**config.mk**
```make
export PLATFORM = sky130hd
export DESIGN_NAME = cpu_program_sequencer
export DESIGN_NICKNAME = d
export VERILOG_FILES = /design/src/rtl/cpu_pkg.sv /design/src/rtl/seq_instr_store.sv /design/src/rtl/cpu_program_sequencer.sv
export SDC_FILE = /design/constraint.sdc
export NUM_CORES = 1
export LEC_CHECK = 0
export ABC_AREA = 1
export BUFFER_PORTS_ARGS = -buffer_cell sky130_fd_sc_hd__buf_4
export CORE_UTILIZATION = 30
export CTS_BUF_LIST = sky130_fd_sc_hd__clkbuf_16
export DETAILED_ROUTE_END_ITERATION = 10
export GPL_TIMING_DRIVEN = 1
export MAX_ROUTING_LAYER = met4
export PLACE_DENSITY = 0.55
export SLEW_MARGIN = 30
export SYNTH_ARGS = -nofsm -noshare
export SYNTH_HDL_FRONTEND = slang
export SYNTH_SLANG_ARGS = --single-unit
```
**constraint.sdc**
```tcl
create_clock -name clock -period 12.49 [get_ports clock]
set_input_delay 1.249 -clock clock [delete_from_list [all_inputs] [get_ports clock]]
set_output_delay 1.249 -clock clock [all_outputs]
set_load 0.005 [all_outputs]
```
**src/rtl/cpu_pkg.sv**
```systemverilog
// Shared definitions for the accumulator CPU and its program sequencer.
package cpu_pkg;

   localparam int unsigned DATA_W = 8;
   localparam int unsigned OP_W   = 3;
   localparam int unsigned ADDR_W = 5;
   localparam int unsigned LEN_W  = ADDR_W + 1;

   // CPU opcodes, carried in instr[7:5]
   typedef enum logic [OP_W-1:0] {
      OP_HLT = 3'b000,
      OP_SKZ = 3'b001,
      OP_ADD = 3'b010,
      OP_AND = 3'b011,
      OP_XOR = 3'b100,
      OP_LDA = 3'b101,
      OP_STO = 3'b110,
      OP_JMP = 3'b111
   } opcode_e;

   // Sequencer control states
   typedef enum logic [1:0] {
      ST_IDLE = 2'd0,
      ST_LOAD = 2'd1,
      ST_RUN  = 2'd2,
      ST_DONE = 2'd3
   } seq_state_e;

   // Termination cause reported in DONE
   typedef enum logic [1:0] {
      STAT_NONE    = 2'b00,
      STAT_HALTED  = 2'b01,
      STAT_TIMEOUT = 2'b10,
      STAT_ABORTED = 2'b11
   } seq_status_e;

   // Instruction byte layout
   typedef struct packed {
      opcode_e           opcode;
      logic [ADDR_W-1:0] addr;
   } instr_t;

   // True when the instruction byte decodes to HLT
   function automatic logic is_halt(input logic [DATA_W-1:0] instr);
      instr_t ins;
      ins = instr_t'(instr);
      return ins.opcode == OP_HLT;
   endfunction

endpackage

```
**src/rtl/seq_instr_store.sv**
```systemverilog
// Instruction store: synchronous write, combinational read, cleared by reset.
module seq_instr_store
   import cpu_pkg::*;
#(
   parameter int unsigned DEPTH = 32
) (
   input  logic              clock,
   input  logic              reset,
   input  logic              wr_en,
   input  logic [ADDR_W-1:0] wr_addr,
   input  logic [DATA_W-1:0] wr_data,
   input  logic [ADDR_W-1:0] rd_addr,
   output logic [DATA_W-1:0] rd_data
);

   logic [DATA_W-1:0] mem [DEPTH];

   // Storage array with asynchronous clear
   always_ff @(posedge clock or posedge reset) begin
      if (reset) begin
         for (int i = 0; i < int'(DEPTH); i++) begin
            mem[i] <= '0;
         end
      end else if (wr_en) begin
         mem[wr_addr] <= wr_data;
      end
   end

   assign rd_data = mem[rd_addr];

endmodule

```
**src/rtl/cpu_program_sequencer.sv**
```systemverilog
// Program loader and run controller for the 8-bit accumulator CPU.
module cpu_program_sequencer
   import cpu_pkg::*;
#(
   parameter int unsigned DEPTH      = 32,
   parameter int unsigned MAX_CYCLES = 1024,
   parameter int unsigned CNT_W      = 16
) (
   input  logic              clock,
   input  logic              reset,
   input  logic              load_req,
   input  logic              host_valid,
   input  logic [DATA_W-1:0] host_data,
   input  logic              host_last,
   output logic              host_ready,
   input  logic              start,
   input  logic              abort,
   input  logic [ADDR_W-1:0] cpu_pc,
   input  logic [DATA_W-1:0] cpu_instr,
   output logic              cpu_load,
   output logic [DATA_W-1:0] cpu_data,
   output logic              busy,
   output logic              done,
   output logic [1:0]        status,
   output logic              overflow,
   output logic [LEN_W-1:0]  prog_len,
   output logic [ADDR_W-1:0] halt_pc,
   output logic [CNT_W-1:0]  cycle_count
);

   seq_state_e        state_q, state_d;
   logic [LEN_W-1:0]  prog_len_d;
   logic              overflow_d;
   logic [1:0]        status_d;
   logic [ADDR_W-1:0] halt_pc_d;
   logic [CNT_W-1:0]  cycle_count_d;
   logic              wr_en;
   logic [ADDR_W-1:0] rd_addr;
   logic [DATA_W-1:0] rd_data;
   logic              cpu_halted;

   // Only the opcode field of the CPU instruction register matters here
   logic unused_instr_bits;
   assign unused_instr_bits = ^cpu_instr[ADDR_W-1:0];
   assign cpu_halted        = is_halt(cpu_instr);

   // The write pointer is the running byte count, so prog_len addresses the store
   seq_instr_store #(.DEPTH(DEPTH)) u_store (
      .clock   (clock),
      .reset   (reset),
      .wr_en   (wr_en),
      .wr_addr (prog_len[ADDR_W-1:0]),
      .wr_data (host_data),
      .rd_addr (rd_addr),
      .rd_data (rd_data)
   );

   // State and status registers; handshake/status flags registered from next state
   always_ff @(posedge clock or posedge reset) begin
      if (reset) begin
         state_q     <= ST_IDLE;
         prog_len    <= '0;
         overflow    <= 1'b0;
         status      <= STAT_NONE;
         halt_pc     <= '0;
         cycle_count <= '0;
         host_ready  <= 1'b0;
         cpu_load    <= 1'b1;
         busy        <= 1'b0;
         done        <= 1'b0;
      end else begin
         state_q     <= state_d;
         prog_len    <= prog_len_d;
         overflow    <= overflow_d;
         status      <= status_d;
         halt_pc     <= halt_pc_d;
         cycle_count <= cycle_count_d;
         host_ready  <= (state_d == ST_LOAD);
         cpu_load    <= (state_d != ST_RUN);
         busy        <= (state_d == ST_LOAD) || (state_d == ST_RUN);
         done        <= (state_d == ST_DONE);
      end
   end

   // Next-state, store write and counter update
   always_comb begin
      state_d       = state_q;
      prog_len_d    = prog_len;
      overflow_d    = overflow;
      status_d      = status;
      halt_pc_d     = halt_pc;
      cycle_count_d = cycle_count;
      wr_en         = 1'b0;

      case (state_q)
         ST_IDLE, ST_DONE: begin
            if (load_req) begin
               state_d    = ST_LOAD;
               prog_len_d = '0;
               overflow_d = 1'b0;
            end else if (start && (prog_len != '0)) begin
               state_d       = ST_RUN;
               cycle_count_d = '0;
               status_d      = STAT_NONE;
            end
         end

         ST_LOAD: begin
            if (host_valid) begin
               if (prog_len < LEN_W'(DEPTH)) begin
                  wr_en      = 1'b1;
                  prog_len_d = prog_len + LEN_W'(1);
               end else begin
                  overflow_d = 1'b1;
               end
               if (host_last) begin
                  state_d = ST_IDLE;
               end
            end
         end

         ST_RUN: begin
            if (!(&cycle_count)) begin
               cycle_count_d = cycle_count + CNT_W'(1);
            end
            // First RUN cycle skips the halt test: the CPU IR still holds the prefetch
            if (abort) begin
               state_d   = ST_DONE;
               status_d  = STAT_ABORTED;
               halt_pc_d = cpu_pc;
            end else if ((cycle_count != '0) && cpu_halted) begin
               state_d   = ST_DONE;
               status_d  = STAT_HALTED;
               halt_pc_d = cpu_pc;
            end else if (cycle_count == CNT_W'(MAX_CYCLES - 1)) begin
               state_d   = ST_DONE;
               status_d  = STAT_TIMEOUT;
               halt_pc_d = cpu_pc;
            end
         end

         default: state_d = ST_IDLE;
      endcase
   end

   // CPU fetch path: PC-indexed in RUN with HLT past the program, else prefetch entry 0
   always_comb begin
      rd_addr  = '0;
      cpu_data = rd_data;
      if (state_q == ST_RUN) begin
         rd_addr = cpu_pc;
         if (LEN_W'(cpu_pc) >= prog_len) begin
            cpu_data = '0;
         end
      end
   end

endmodule

```
# Word-level counts from Yosys, hierarchy flattened

Cells that the tools add are included.
Widths: inputs -> output; s select.

Add/sub/neg operators: 2
Magnitude comparators: 5
Equality and inequality tests: 16
Mux-type cells: 41
Bitwise logic cells: 2
Reductions and logical operators: 18

Operator list:

| operator              | count |
|---|---|
| $bwmux 256            | 1 |
| $mux 16               | 3 |
| $bmux 8 s5            | 1 |
| $demux 8 s5           | 1 |
| $mux 8                | 5 |
| $pmux 16 s2           | 1 |
| $mux 2                | 12 |
| $mux 5                | 4 |
| $mux 6                | 3 |
| $add 16x1->16 const B | 1 |
| $eq 16x10->1 const B  | 1 |
| $ne 2x2->1 const B    | 8 |
| $reduce_and 16->1     | 1 |
| $reduce_and 4->1      | 4 |
| $reduce_bool 16->1    | 1 |
| $ge 6x6->1 const B    | 2 |
| $not 5->6             | 2 |
| $pmux 6 s2            | 1 |
| $eq 2x2->1 const B    | 4 |
| $add 6x1->6 const B   | 1 |
| $ge 5x6->1            | 1 |
| $lt 6x1->1 const B    | 1 |
| $lt 6x6->1 const B    | 1 |
| $mux 1                | 6 |
| 14 further kinds      | 18 |

Register bits: 292
Bits of input ports: 28
Output and inout bits: 42
Word-level logic and storage cells: 126

# Logic depth before layout (Yosys ltp)

Depth in word-level cells: 8
Gate-level depth with buffers: 14
Mapped depth without buffers: 13

# Modules after synthesis

Synthesis repeated with hierarchy kept, for this count alone.

Cell total of the unflattened synthesis: 1839
Area total of the unflattened synthesis: 14236.2 um^2

By module, submodules not included:

| module                | instances | cells an instance | area each (um^2) | seq. area each (um^2) |
|---|---|---|---|---|
| seq_instr_store       | 1         | 1493              | 11726.2          | 6406.1 |
| cpu_program_sequencer | 1         | 346               | 2509.9           | 902.1 |

# Worst setup path after synthesis

No wires, ideal clock.

Path type: input to output
Start: input cpu_pc[0]
End: output cpu_data[0]
Arrival: 2.721 ns
Required time: 11.241 ns
Slack: 8.520 ns
Stages on the path: 14
Buffers on the path: 1
Cells stage by stage: clkinv_1 > clkbuf_1 > ha_1 > inv_1 > nand2_1 > nand2_1 > nand2_1 > nand2_1 > nand2_1 > nand2_1 > nand2_1 > nand2_1 > a21oi_1 > nor2_1

Cells in the longest elaborated chain, start to end: 7
Elaborated cells between the ends (all ways): 8
Those cells by class: order compare: 1; mux: 6; bitwise: 1

Ends and longest elaborated chain:

| what                                       | line                         | source |
|---|---|---|
| from (decl)                                | cpu_program_sequencer.sv:18  | `input logic [ADDR_W-1:0] cpu_pc,` |
| $mux 5                                     | cpu_program_sequencer.sv:150 | `if (state_q == ST_RUN) begin` |
| $not 5->6 (implied by the code)            | seq_instr_store.sv:29        | `assign rd_data = mem[rd_addr];` |
| $bmux 8 s5                                 | seq_instr_store.sv:29        |  |
| $mux 8 (implied by the code) (2 in series) | seq_instr_store.sv:29        |  |
| $mux 8                                     | cpu_program_sequencer.sv:152 | `if (LEN_W'(cpu_pc) >= prog_len) begin` |
| $mux 8 *                                   | cpu_program_sequencer.sv:150 |  |
| to (decl)                                  | cpu_program_sequencer.sv:21  | `output logic [DATA_W-1:0] cpu_data,` |

Mark *: on every way between the ends. The rest lies on a longest branch, timed or not. The select of a mux whose other input is x is not followed.

# Final worst setup path

Start: input cpu_pc[0]
End: output cpu_data[7]

Same word-level chain as after synthesis.

==> results.toml <==
[global_route]
antenna_found_initial = 1
globalRouteOverflowTotal = 0
grt_pass1_wl_mm = 71.8
grt_use_total_pct = 19.0
grt_max_degree = 129
grt_pass1_vias = 12095

[synthesis]
synth_xor_area_share_pct = 0.766
synth_top_family_by_area = "simple AND/OR/NAND/NOR gates"
yosys.area_share.simple_pct = 28.5
syn_nets = 2068
synthCells = 2023
ys_ff_latch = 292
synth-compound-area-share_pct = 10.3
syn_area_um2 = 14900
synth.distinct_cells = 30
yosys.area_share.adder_pct = 1.43
yosysWarnings = 0
ys_seq_area_share_pct = 49.2
muxShareOfSynthArea_pct = 0
postSynthAreaPerCell_um2 = 7.34

[die]
ios = 70
die_y_um = 225
rows = 81
design.die.area_um2 = 50400
start_util_pct = 30.4
core_area_um2 = 48800
die_w_um = 225

[finish]
final_util_pct = 34.6
regArea_um2 = 7310
most-common-layout-cells = "nand2_1, dfrtp_1, inv_1"
fill_cells = 5184
drive_above_1_share_pct = 8.27
multiInputGateArea_um2 = 6130
syn_to_final_growth_pct = 13.7
final_common_cell = "nand2_1"
final_nets = 2063
stdcell_count = 2708

[critical_path]
cp-end-kind = "output port"
cpLargestDelayFamily = "buffers and inverters"
worstSetupPathType = "input pin to output port"
path_cells = "buf_4, nand2_2, buf_4, inv_2, buf_4, nand2_1, nand3_1, nand3_1, nand3_1, nand3_1, nand2_1, nor2_1, buf_4"
crit_slowest_cell = "buf_4"
path_buf_inv = 5
arrival_ns = 4.77
slowest_delay_ns = 0.81
startpoint_type = "input pin"
crit_fanout = 74
required_ns = 11.24

[clocking]
clk_path_buf_depth = 3
cts_sinks = 292
postCtsSetupBuffers = 0
htree_levels = 2
clock_latency_ns = 0.53
cts_resized = 0
cts_tree = "done"
cts.clk_slew.worst_paths_ns = 0.06
root_buffer = "clkbuf_16"
holdBufCountCts = 0
cts_inserted_buffers = 35

[place]
gp_congestion = 0.927
dp_hpwl_mm = 28.0
place_ws_ns = 6.23
numPortBuffers = 64
placed_cells = 2645

[drt]
route.detailed.drc = 0
wl_per_cell_um = 16.9
vias = 12988
avgViaCountPerCell = 4.80
first_pass_iters = 7
totalWireLength_mm = 45.7
drtIter0Drc = 1269
drtAntennaViolNets = 0

[sta]
worst_slack_ns = 6.47
rsz0062_at_grt = "no"
maxSlewViolCount = 0
relSlewSlack_pct = 35.6
fin_crit_sh_pct = 48.2
setup_tns_ns = 0
finalCriticalPeriod_ns = 6.02
max_freq_mhz = 166
finalHoldViolCount = 0
whs_ns = 0.477
fin_skew_ns = 0.0319
tightest_slew_ns = 0.965
setup_viol = 0

[power_and_ir_drop]
combPwrFrac_pct = 30.7
p_int_mw = 1.91
switching_share_pct = 36.6
p_leak_nw = 8.04
p_sw_mw = 1.10
powerDensity_nw_per_um2 = 178
power_frac_seq_pct = 36.8
clkPwrFrac_pct = 32.4
vdd_ir_drop_max_mv = 0.101

[hold_path]
hp-class = "flop to flop"

[status]
status = "completed"

[flow_run]
drv_cap = 0
## per-layer routing
| metal | part of all wire, % | global-route usage, % | up-vias |
|---|---|---|---|
| met2 | 43 | 27.8 | 439 |
| met4 | 2.5 | 5.35 | 0 |
| li1 | - | - | 6299 |
| met3 | 6.7 | 3.40 | 67 |
| met5 | 0 | - | - |
| met1 | 48 | 26.9 | 6183 |
## synth_stat cells
| cell | instances | area share [%] |
|---|---|---|
| o21ai_0 | 234 | 7.9 |
| o22ai_1 | 1 | 0.042 |
| inv_1 | 250 | 6.3 |
| nand3b_1 | 1 | 0.051 |
| xor2_1 | 12 | 0.71 |
| a21oi_2 | 1 | 0.059 |
| buf_4 | 2 | 0.10 |
| nand2_2 | 3 | 0.13 |
| o21ai_2 | 1 | 0.059 |
| nor2_1 | 180 | 4.5 |
| xnor2_1 | 1 | 0.059 |
| nor4_1 | 1 | 0.042 |
| ha_1 | 17 | 1.4 |
| or2_2 | 8 | 0.34 |
| a21oi_1 | 54 | 1.8 |
| clkbuf_1 | 64 | 1.6 |
| nor3_4 | 1 | 0.11 |
| dfstp_2 | 1 | 0.18 |
| dfrtp_1 | 291 | 49 |
| nor3_1 | 7 | 0.24 |
| buf_2 | 36 | 1.2 |
| nand2_1 | 578 | 15 |
| buf_1 | 12 | 0.30 |
| nand2_4 | 1 | 0.076 |
| inv_2 | 9 | 0.23 |
| nor2_2 | 18 | 0.76 |
| clkinv_1 | 1 | 0.025 |
| nand4_1 | 6 | 0.25 |
| nand3_1 | 218 | 7.3 |
| o21ai_1 | 14 | 0.47 |
## tightest hold or removal path, delay by kind of cell (launching register included)
family	cells	cell delay (ns)
flip-flops	1	0.34
AND/OR/NAND/NOR	2	0.10
## final timing paths
kind,start,end,slack (ns),cells after the start
max in group asynchronous,reset,u_store.mem[123]$_DFFE_PP0P_,10.17,4
setup / recovery,cpu_pc[0],cpu_data[7],6.47,13
min in group asynchronous,reset,u_store.mem[144]$_DFFE_PP0P_,0.82,2
setup reg to reg,state_q[0]$_DFF_PP0_,cycle_count[10]$_DFFE_PP0P_,9.60,10
hold / removal,halt_pc[3]$_DFFE_PP0P_,halt_pc[3]$_DFFE_PP0P_,0.48,2
hold reg to reg,halt_pc[3]$_DFFE_PP0P_,halt_pc[3]$_DFFE_PP0P_,0.48,2
## metrics by stage
step / power (mW) / instance area [µm²]
2_1_floorplan: 1.71 / 14900
3_3_place_gp: 2.03 / 15800
3_5_place_dp: 2.04 / 15800
4_1_cts: 3.03 / 16900
5_1_grt: 3.20 / 16900
6_report: 3.01 / 16900
## cell families (layout without fill, tap and decap cells)
kind of cell | after synthesis | in the layout
compound gates | 305 | 305
xor+xnor | 13 | 13
fa+ha+maj | 17 | 17
buf+inv | 374 | 394
flops | 292 | 292
other cells | 0 | 1
simple gates | 1022 | 1022
## power groups by stage
stage	combinational, mW	clock (mW)	sequential [mW]
floorplan	0.592	0	1.12
global placement	0.904	0	1.12
detailed placement	0.917	0	1.13
CTS	0.924	1.00	1.11
global route	1.03	1.04	1.12
finish	0.926	0.978	1.11
## layout make-up
| cell class | count | area share, % |
|---|---|---|
| Antenna cell | 1 | 0.0148 |
| Clock buffer | 36 | 5.33 |
| Clock inverter | 26 | 1.04 |
| Inverter | 260 | 5.82 |
| Multi-Input combinational cell | 1357 | 36.2 |
| Sequential cell | 292 | 43.2 |
| Tap cell | 664 | 4.92 |
| Timing Repair Buffer | 72 | 3.39 |
## registers in the layout (all words and copies together) (netlist names), 2 cells and up
| name | count |
|---|---|
| cycle_count | 16 |
| halt_pc | 5 |
| prog_len | 6 |
| state_q | 2 |
| status | 2 |
| u_store.mem | 256 |
No activity file was read; power rests on OpenSTA's default activity.
